**src/rtl/imm_decode_stage.sv**
```systemverilog
// -----------------------------------------------------------------------------
// imm_decode_stage
//
// Purpose:
//   Registered immediate-decode stage between fetch and execute in the RV32I
//   core. It classifies each instruction's format from its opcode and
//   assembles the sign-extended immediate at XLEN width. A 2-entry skid
//   buffer (output register + skid register) gives full-throughput
//   valid/ready flow control. A flush squashes every held beat and the beat
//   on the input in the same cycle.
//
// Parameters:
//   XLEN         datapath width, 32 or 64
//
// Ports:
//   clk          rising-edge clock
//   rst_n        synchronous, active-low reset
//   flush        squash held beats and the current input beat
//   in_valid     input beat valid
//   in_ready     stage can accept a beat (registered)
//   in_instr     32-bit instruction word
//   in_pc        instruction address, passed through
//   out_valid    output beat valid
//   out_ready    downstream accepts the beat
//   out_instr    registered instruction
//   out_pc       registered PC
//   out_imm      assembled, sign-extended immediate
//   out_fmt      format: R=0, I=1, S=2, B=3, U=4, J=5, ILL=7
//   out_illegal  unknown-opcode flag
//
// Configuration:
//   IMM_ILLEGAL_EN  when defined, unknown opcodes and instr[1:0] != 2'b11
//                   decode as ILL (fmt 7, imm 0) and raise out_illegal.
//                   When undefined, unknown opcodes decode as R and
//                   out_illegal is tied 0.
// -----------------------------------------------------------------------------
module imm_decode_stage #(
    parameter int XLEN = 32
) (
    input  logic            clk,
    input  logic            rst_n,
    input  logic            flush,
    input  logic            in_valid,
    output logic            in_ready,
    input  logic [31:0]     in_instr,
    input  logic [XLEN-1:0] in_pc,
    output logic            out_valid,
    input  logic            out_ready,
    output logic [31:0]     out_instr,
    output logic [XLEN-1:0] out_pc,
    output logic [XLEN-1:0] out_imm,
    output logic [2:0]      out_fmt,
    output logic            out_illegal
);

    typedef enum logic [2:0] {
        FMT_R   = 3'd0,
        FMT_I   = 3'd1,
        FMT_S   = 3'd2,
        FMT_B   = 3'd3,
        FMT_U   = 3'd4,
        FMT_J   = 3'd5,
        FMT_ILL = 3'd7
    } fmt_e;

    fmt_e            dec_fmt;
    logic [31:0]     dec_imm32;
    logic [XLEN-1:0] dec_imm;

    logic            skid_valid;
    logic [31:0]     skid_instr;
    logic [XLEN-1:0] skid_pc;
    logic [XLEN-1:0] skid_imm;
    logic [2:0]      skid_fmt;

    logic in_xfer;
    logic out_xfer;
    logic out_load;
    logic skid_load;
    logic skid_valid_next;

    // Format classification from the opcode field.
    always_comb begin
        dec_fmt = FMT_R;
        case (in_instr[6:0])
            7'b0110011:                        dec_fmt = FMT_R;
            7'b0010011, 7'b0000011, 7'b1100111,
            7'b1110011, 7'b0001111:            dec_fmt = FMT_I;
            7'b0100011:                        dec_fmt = FMT_S;
            7'b1100011:                        dec_fmt = FMT_B;
            7'b0110111, 7'b0010111:            dec_fmt = FMT_U;
            7'b1101111:                        dec_fmt = FMT_J;
`ifdef IMM_ILLEGAL_EN
            default:                           dec_fmt = FMT_ILL;
`else
            default:                           dec_fmt = FMT_R;
`endif
        endcase
`ifdef IMM_ILLEGAL_EN
        // Compressed/reserved encodings are never legal in this core.
        if (in_instr[1:0] != 2'b11) begin
            dec_fmt = FMT_ILL;
        end
`endif
    end

    // Immediate assembly at 32 bits; every format's sign bit is instr[31],
    // so widening to XLEN is a plain replication of bit 31.
    always_comb begin
        dec_imm32 = 32'd0;
        case (dec_fmt)
            FMT_I: dec_imm32 = {{20{in_instr[31]}}, in_instr[31:20]};
            FMT_S: dec_imm32 = {{20{in_instr[31]}}, in_instr[31:25], in_instr[11:7]};
            FMT_B: dec_imm32 = {{19{in_instr[31]}}, in_instr[31], in_instr[7],
                                in_instr[30:25], in_instr[11:8], 1'b0};
            FMT_U: dec_imm32 = {in_instr[31:12], 12'd0};
            FMT_J: dec_imm32 = {{11{in_instr[31]}}, in_instr[31], in_instr[19:12],
                                in_instr[20], in_instr[30:21], 1'b0};
            default: dec_imm32 = 32'd0;
        endcase
    end

    if (XLEN > 32) begin : g_wide
        assign dec_imm = {{(XLEN-32){dec_imm32[31]}}, dec_imm32};
    end else begin : g_narrow
        assign dec_imm = dec_imm32[XLEN-1:0];
    end

    assign in_xfer   = in_valid && in_ready;
    assign out_xfer  = out_valid && out_ready;
    assign out_load  = !out_valid || out_xfer;
    // in_ready is low whenever the skid is occupied, so a skid load never
    // collides with a held skid entry.
    assign skid_load = in_xfer && out_valid && !out_xfer;

    always_comb begin
        skid_valid_next = skid_valid;
        if (skid_load) begin
            skid_valid_next = 1'b1;
        end else if (out_load) begin
            skid_valid_next = 1'b0;
        end
    end

    // Output register, skid register and registered in_ready. Flush clears
    // both entries; a beat leaving the output in the flush cycle has already
    // been taken downstream, so clearing out_valid is correct for it too.
    always_ff @(posedge clk) begin
        if (!rst_n) begin
            out_valid  <= 1'b0;
            out_instr  <= 32'd0;
            out_pc     <= '0;
            out_imm    <= '0;
            out_fmt    <= 3'd0;
            skid_valid <= 1'b0;
            skid_instr <= 32'd0;
            skid_pc    <= '0;
            skid_imm   <= '0;
            skid_fmt   <= 3'd0;
            in_ready   <= 1'b0;
        end else if (flush) begin
            out_valid  <= 1'b0;
            skid_valid <= 1'b0;
            in_ready   <= 1'b1;
        end else begin
            if (out_load) begin
                if (skid_valid) begin
                    out_valid <= 1'b1;
                    out_instr <= skid_instr;
                    out_pc    <= skid_pc;
                    out_imm   <= skid_imm;
                    out_fmt   <= skid_fmt;
                end else if (in_xfer) begin
                    out_valid <= 1'b1;
                    out_instr <= in_instr;
                    out_pc    <= in_pc;
                    out_imm   <= dec_imm;
                    out_fmt   <= dec_fmt;
                end else begin
                    out_valid <= 1'b0;
                end
            end
            if (skid_load) begin
                skid_instr <= in_instr;
                skid_pc    <= in_pc;
                skid_imm   <= dec_imm;
                skid_fmt   <= dec_fmt;
            end
            skid_valid <= skid_valid_next;
            in_ready   <= !skid_valid_next;
        end
    end

`ifdef IMM_ILLEGAL_EN
    // ILL is the only format encoded as 7, so the flag follows the
    // registered format directly.
    assign out_illegal = (out_fmt == FMT_ILL);
`else
    assign out_illegal = 1'b0;
`endif

endmodule

```
**config.mk**
```make
export PLATFORM = sky130hd
export DESIGN_NAME = imm_decode_stage
export DESIGN_NICKNAME = d
export VERILOG_FILES = /design/src/rtl/imm_decode_stage.sv
export SDC_FILE = /design/constraint.sdc
export NUM_CORES = 1
export LEC_CHECK = 0
export ABC_AREA = 1
export CAP_MARGIN = 20
export CORE_ASPECT_RATIO = 1.25
export CORE_UTILIZATION = 40
export DETAILED_ROUTE_END_ITERATION = 8
export RECOVER_POWER = 100
export SYNTH_ARGS = -nofsm -noshare
export SYNTH_HDL_FRONTEND = slang
export SYNTH_SLANG_ARGS = --single-unit
```
**constraint.sdc**
```tcl
create_clock -name clk -period 1.9 [get_ports clk]
set_input_delay 0.475 -clock clk [delete_from_list [all_inputs] [get_ports clk]]
set_output_delay 0.475 -clock clk [all_outputs]
set_load 0.02 [all_outputs]
```
# --- Yosys cells after proc, flatten, opt, wreduce, memory -nomap -nowiden ---
# Index checks and enable logic that the tools add are counted.
totals:
  reg_bits: 201
  in_bits: 69
  out_inout_bits: 102
  word_cells: 57
op_classes:
  eq_ne: 15
  n_mux: 15
  n_bitwise: 2
  reduce_logical: 14
op_table:
  columns: ["op", "n"]
  rows:
  - ["32-bit two-way mux", 6]
  - ["32-bit case mux with 5 select lines", 1]
  - ["7-bit equality test, second input constant", 4]
  - ["3-bit case mux with 5 select lines", 1]
  - ["7-bit by 5-bit equality test with 1-bit output, second input constant", 2]
  - ["7-bit by 6-bit equality test with 1-bit output, second input constant", 2]
  - ["7-bit by 2-bit equality test with 1-bit output, second input constant", 1]
  - ["7-bit by 4-bit equality test with 1-bit output, second input constant", 1]
  - ["3-bit by 2-bit equality test with 1-bit output, second input constant", 2]
  - ["3-bit equality test, second input constant", 2]
  - ["3-bit two-way mux", 2]
  - ["1-bit two-way mux", 5]
  - ["5-bit OR reduction", 1]
  - ["1-bit logical AND", 4]
  - ["2-bit OR reduction", 2]
  - ["3-bit by 1-bit equality test with 1-bit output, second input constant", 1]
  - ["1-bit logical NOT", 3]
  - ["3-bit AND reduction", 1]
  - ["1-bit inverter", 2]
  - ["2-bit AND reduction", 1]
  - ["2-bit nonzero test", 1]
  - ["1-bit logical OR", 1]

# --- Logic depth before layout (Yosys ltp) ---
depth:
  ltp_word: 7
  mapped_depth: 10
  mapped_depth_nobuf: 9

# --- Worst setup path before layout ---
# OpenSTA, ideal clock, no wires.
synth_path:
  path_kind: "flip-flop to flip-flop"
  from: "register out_valid"
  to: "register skid_imm[27]"
  setup_time_ns: 0.116
  arrival_time_ns: 1.406
  t_required_ns: 1.784
  path_slack_ns: 0.378
  path_stages_with_launch: 9
  path_buffers: 1
  synth_period_minus_slack_ns: 1.522
  cell_sequence: "dfxtp_1 inv_1 nor2_2 nand4_1 inv_2 buf_1 nand3_1 o211ai_1 inv_1"
synth_between:
  elab_chain_len: 4
  word_cells_on_any_way: 5
  classes_between: "reduce/logical (5)"
synth_lines:
  columns: ["item", "line", "rtl"]
  rows:
  - ["start: declaration", "47", "output logic out_valid,"]
  - ["start signal: assignment", "150", "out_valid <= 1'b0;"]
  - ["start signal: assignment", "162", "out_valid <= 1'b0;"]
  - ["start signal: assignment", "168", "out_valid <= 1'b1;"]
  - ["1-bit logical AND", "130", "assign out_xfer = out_valid && out_ready;"]
  - ["1-bit logical NOT", "134", "assign skid_load = in_xfer && out_valid && !out_xfer;"]
  - ["1-bit logical AND *", "134", null]
  - ["2-bit AND reduction (no source line) *", null, null]
  - ["end signal: assignment", "186", "skid_imm <= dec_imm;"]
  - ["end: declaration", "73", "logic [XLEN-1:0] skid_imm;"]
# Every way passes the cells marked *; elsewhere a longest branch is shown, timed or not.
# A chain may end at the register's enable or synchronous reset.

# --- Final worst setup path ---
layout_path:
  from: "input port in_instr[1]"
  to: "register out_imm[8]"
layout_between:
  elab_chain_len: 7
  word_cells_on_any_way: 21
  classes_between: "eq/ne (15); mux (4); reduce/logical (2)"
layout_lines:
  columns: ["item", "line", "rtl"]
  rows:
  - ["start: declaration", "45", "input logic [31:0] in_instr,"]
  - ["7-bit by 5-bit equality test with 1-bit output (tied with other cells)", "85", "case (in_instr[6:0])"]
  - ["5-bit OR reduction or 2-bit OR reduction (tied branches)", "85", null]
  - ["3-bit case mux with 5 select lines *", "85", null]
  - ["3-bit equality test (tied with other cells)", "111", "case (dec_fmt)"]
  - ["32-bit case mux with 5 select lines *", "111", null]
  - ["32-bit two-way mux *", "173", "end else if (in_xfer) begin"]
  - ["32-bit two-way mux *", "167", "if (skid_valid) begin"]
  - ["end signal: assignment", "171", "out_imm <= skid_imm;"]
  - ["end signal: assignment", "177", "out_imm <= dec_imm;"]
  - ["end: declaration", "51", "output logic [XLEN-1:0] out_imm,"]
# Every way passes the cells marked *; elsewhere a longest branch is shown, timed or not. The select of a mux whose other input is x is not followed.

==> impl_metrics.json <==
{
  "status": "finished, final reports clean",
  "gp_congestion": 0.7615,
  "yosysMostFrequentCell": "nand2_1",
  "crit_required_ps": 2330,
  "yosys.cell_types.count": 30,
  "viasPerCell": 5.035,
  "crit_slowest_cell": "clkdlybuf4s50_1",
  "cp.arrival_ps": 2200,
  "max_stage_delay_ps": 510,
  "cp_max_fo": 15,
  "cpMostUsedCell": "nand2_1",
  "grt_pass1_vias": 7601,
  "power.leakage_nw": 5.394,
  "end_kind": "flop",
  "yosys_warnings": 0,
  "startpoint_type": "input pin",
  "drc": 0,
  "drive_above_1_share_pct": 8.483,
  "grtUsageMet1_pct": 30.35,
  "die_w_um": 134.0,
  "yosys.area.top_type": "dfxtp_1",
  "via_count": 8408,
  "ys_seq_elements": 201,
  "synth_cells": 1224,
  "gr-usage-met3_pct": 3.044,
  "synthMuxAreaShare_pct": 0,
  "final_hold_viol_count": 0,
  "core-area_um2": 21470,
  "drt_iter0_markers": 526,
  "synth_edf_count": 0,
  "internal_power_mw": 7.413,
  "synthAdderAreaFrac_pct": 0,
  "fmax_ghz": 0.5652,
  "skew_ps": 10.91,
  "start_util_pct": 40.55,
  "power_frac_comb_pct": 9.0,
  "clk_pin_slew_ps": 60,
  "rsz0062_at_grt": "false",
  "synth_ff_type": "dfxtp_1",
  "slew-limit-headroom_pct": 56.93,
  "nets": 1444,
  "drv_slew": 0,
  "busiest_layer": "met2",
  "boundaryPins": 171,
  "wire_per_inst_um": 14.97,
  "grt-ovfl-total": 0,
  "final_util_pct": 53.67,
  "synthXorXnorAreaFrac_pct": 0,
  "htree_levels": 1,
  "holdWs_ps": 465.3,
  "synthArstFlopShare_pct": 0,
  "syn_to_final_growth_pct": 32.33,
  "dp_hpwl_um": 15880,
  "cts_root_buf": "clkbuf_16",
  "cts_buffer_depth": 3,
  "clock_power_share_pct": 46.0,
  "power_density_nw_per_um2": 841.3,
  "finalCritPeriodShare_pct": 93.12,
  "setup_viol_count_final": 0,
  "worst_pin_slew_ps": 646.1,
  "switching_power_mw": 2.280,
  "drtPass1Iterations": 5,
  "postCtsSetupBuffers": 0,
  "synth-compound-area-share_pct": 20.18,
  "portBuffers": 169,
  "ir_drop_mv": 0.5194,
  "p_seq_share_pct": 45.0,
  "netlist_area_um2": 8707,
  "cts_hold_buf": 0,
  "finalCriticalPeriod_ps": 1769,
  "synthSimpleGateAreaFrac_pct": 25.38,
  "grt_max_degree": 166,
  "switching_share_pct": 23.52,
  "num_rows": 60,
  "critPathKind": "in2reg",
  "ant_nets": 0,
  "avgSynthCellArea_um2": 7.114,
  "hp-class": "reg2reg",
  "maxCapViolCount": 0,
  "cts_tree": "done",
  "cts-buffers-inserted": 22,
  "drt_wl_total_um": 25000,
  "synth.area.top_cells": "dfxtp_1, nand2_1, o21ai_0, nor2_1, nand3_1",
  "dieArea_um2": 22370,
  "dieHeight_um": 167.0,
  "synth_top_family_by_area": "simple AND/OR/NAND/NOR gates",
  "gr-usage-all-layers_pct": 22.16,
  "insertion_delay_ps": 500,
  "worstPathCellList": "clkdlybuf4s50_1 > nand2_2 > nor2_4 > buf_12 > nand2_1 > o21ai_0 > nor2_1 > nand2_1 > nand2_1 > a21oi_1",
  "grt_first_pass_wirelength_um": 40390,
  "synth_top_cell_area_share_pct": 46.21,
  "synth_common_cells": "nand2_1, dfxtp_1, nor2_1",
  "yosysSeqAreaShare_pct": 46.21,
  "clock-sinks": 201,
  "antenna_cells": 0,
  "antenna_found_initial": 0,
  "syn_nets": 1293,
  "grt_util_met2_pct": 36.74
}
-- per-layer routing --
metal  part of all wire, %  vias up
met1                    46     3828
met4                   1.3        0
met3                   5.0       23
met5                     0        -
li1                      -     4358
met2                    47      199
-- area by class of cell --
| class | instances | area (um2) |
|---|---|---|
| well taps | 279 | 349.1 |
| clock inverters | 10 | 128.9 |
| multi-input cells | 858 | 3971 |
| repair buffers | 229 | 2175 |
| inverters | 63 | 241.5 |
| fillers | 2135 | 9948 |
| flip-flops and latches | 201 | 4025 |
| clock buffers | 30 | 631.9 |
-- logic make-up (layout without fill, tap and decap cells) --
group,Yosys count,count (layout)
flops,201,201
buf+inv,165,332
simple gates,536,536
other cells,1,1
compound gates,321,321
-- flip-flops by register name, indices dropped and copies added, names as in the netlist, 3 cells and up --
register / count
out_imm: 32
out_fmt: 3
skid_instr: 32
out_instr: 32
skid_imm: 32
out_pc: 32
skid_pc: 32
skid_fmt: 3
-- path summary, 6_finish.rpt --
path | from | end | slack (ps) | cells after the start
min reg2reg | out_imm[24]$_SDFFE_PN0P_ | out_imm[24]$_SDFFE_PN0P_ | 470 | 2
max | in_instr[1] | out_imm[8]$_SDFFE_PN0P_ | 130 | 10
max reg2reg | out_valid$_SDFFE_PP0P_ | skid_imm[21]$_SDFFE_PN0P_ | 250 | 8
min | out_imm[24]$_SDFFE_PN0P_ | out_imm[24]$_SDFFE_PN0P_ | 470 | 2
-- critical path: cells and delay by family --
kind            cells  cell delay, ps
buf+inv             2             660
simple gates        6             730
compound gates      2             320
-- layout by cell type, fill, tap and decap left out, drive strengths merged, types with 3 or more instances in the layout --
master         netlist  layout
nand2              238     238
clkbuf              59      40
o21ai              163     163
bufinv               0       3
dlygate4sd2          0      98
nand3               91      91
buf                 43      54
dfxtp              201     201
clkdlybuf4s50        0      67
clkinv               2       8
a31oi               64      64
nor2               203     203
inv                 61      62
a21oi               69      69
o211ai              24      24
-- metrics by stage --
stage | cells | TNS, ps | setup WS, ps | power (mW) | instance area (um2)
finish | 1670 | 0 | 130.8 | 9.693 | 11520
global route | 1670 | 0 | 6.991 | 10.08 | 11520
CTS | 1670 | 0 | 0.5626 | 9.822 | 11590
detailed placement | 1630 | -32500 | -357.0 | 5.397 | 10950
global placement | 1630 | -32770 | -324.6 | 5.394 | 10950
floorplan | 1224 | 0 | 378.0 | 4.887 | 8707
-- power by group through the flow --
stage	Combinational (mW)	Sequential, mW	Clock, mW
final	0.870	4.36	4.46
after global routing	0.954	4.37	4.76
after CTS	0.887	4.36	4.58
after detailed placement	0.940	4.46	0
after global placement	0.939	4.46	0
after floorplan	0.331	4.56	0
-- timing repair --
item,4_1_cts,5_1_grt
setup endpoints to repair,98,5
cloned,0,0
resized for setup,98,5
endpoints found under the hold margin,0,0
(Power assumes the default switching activity.)
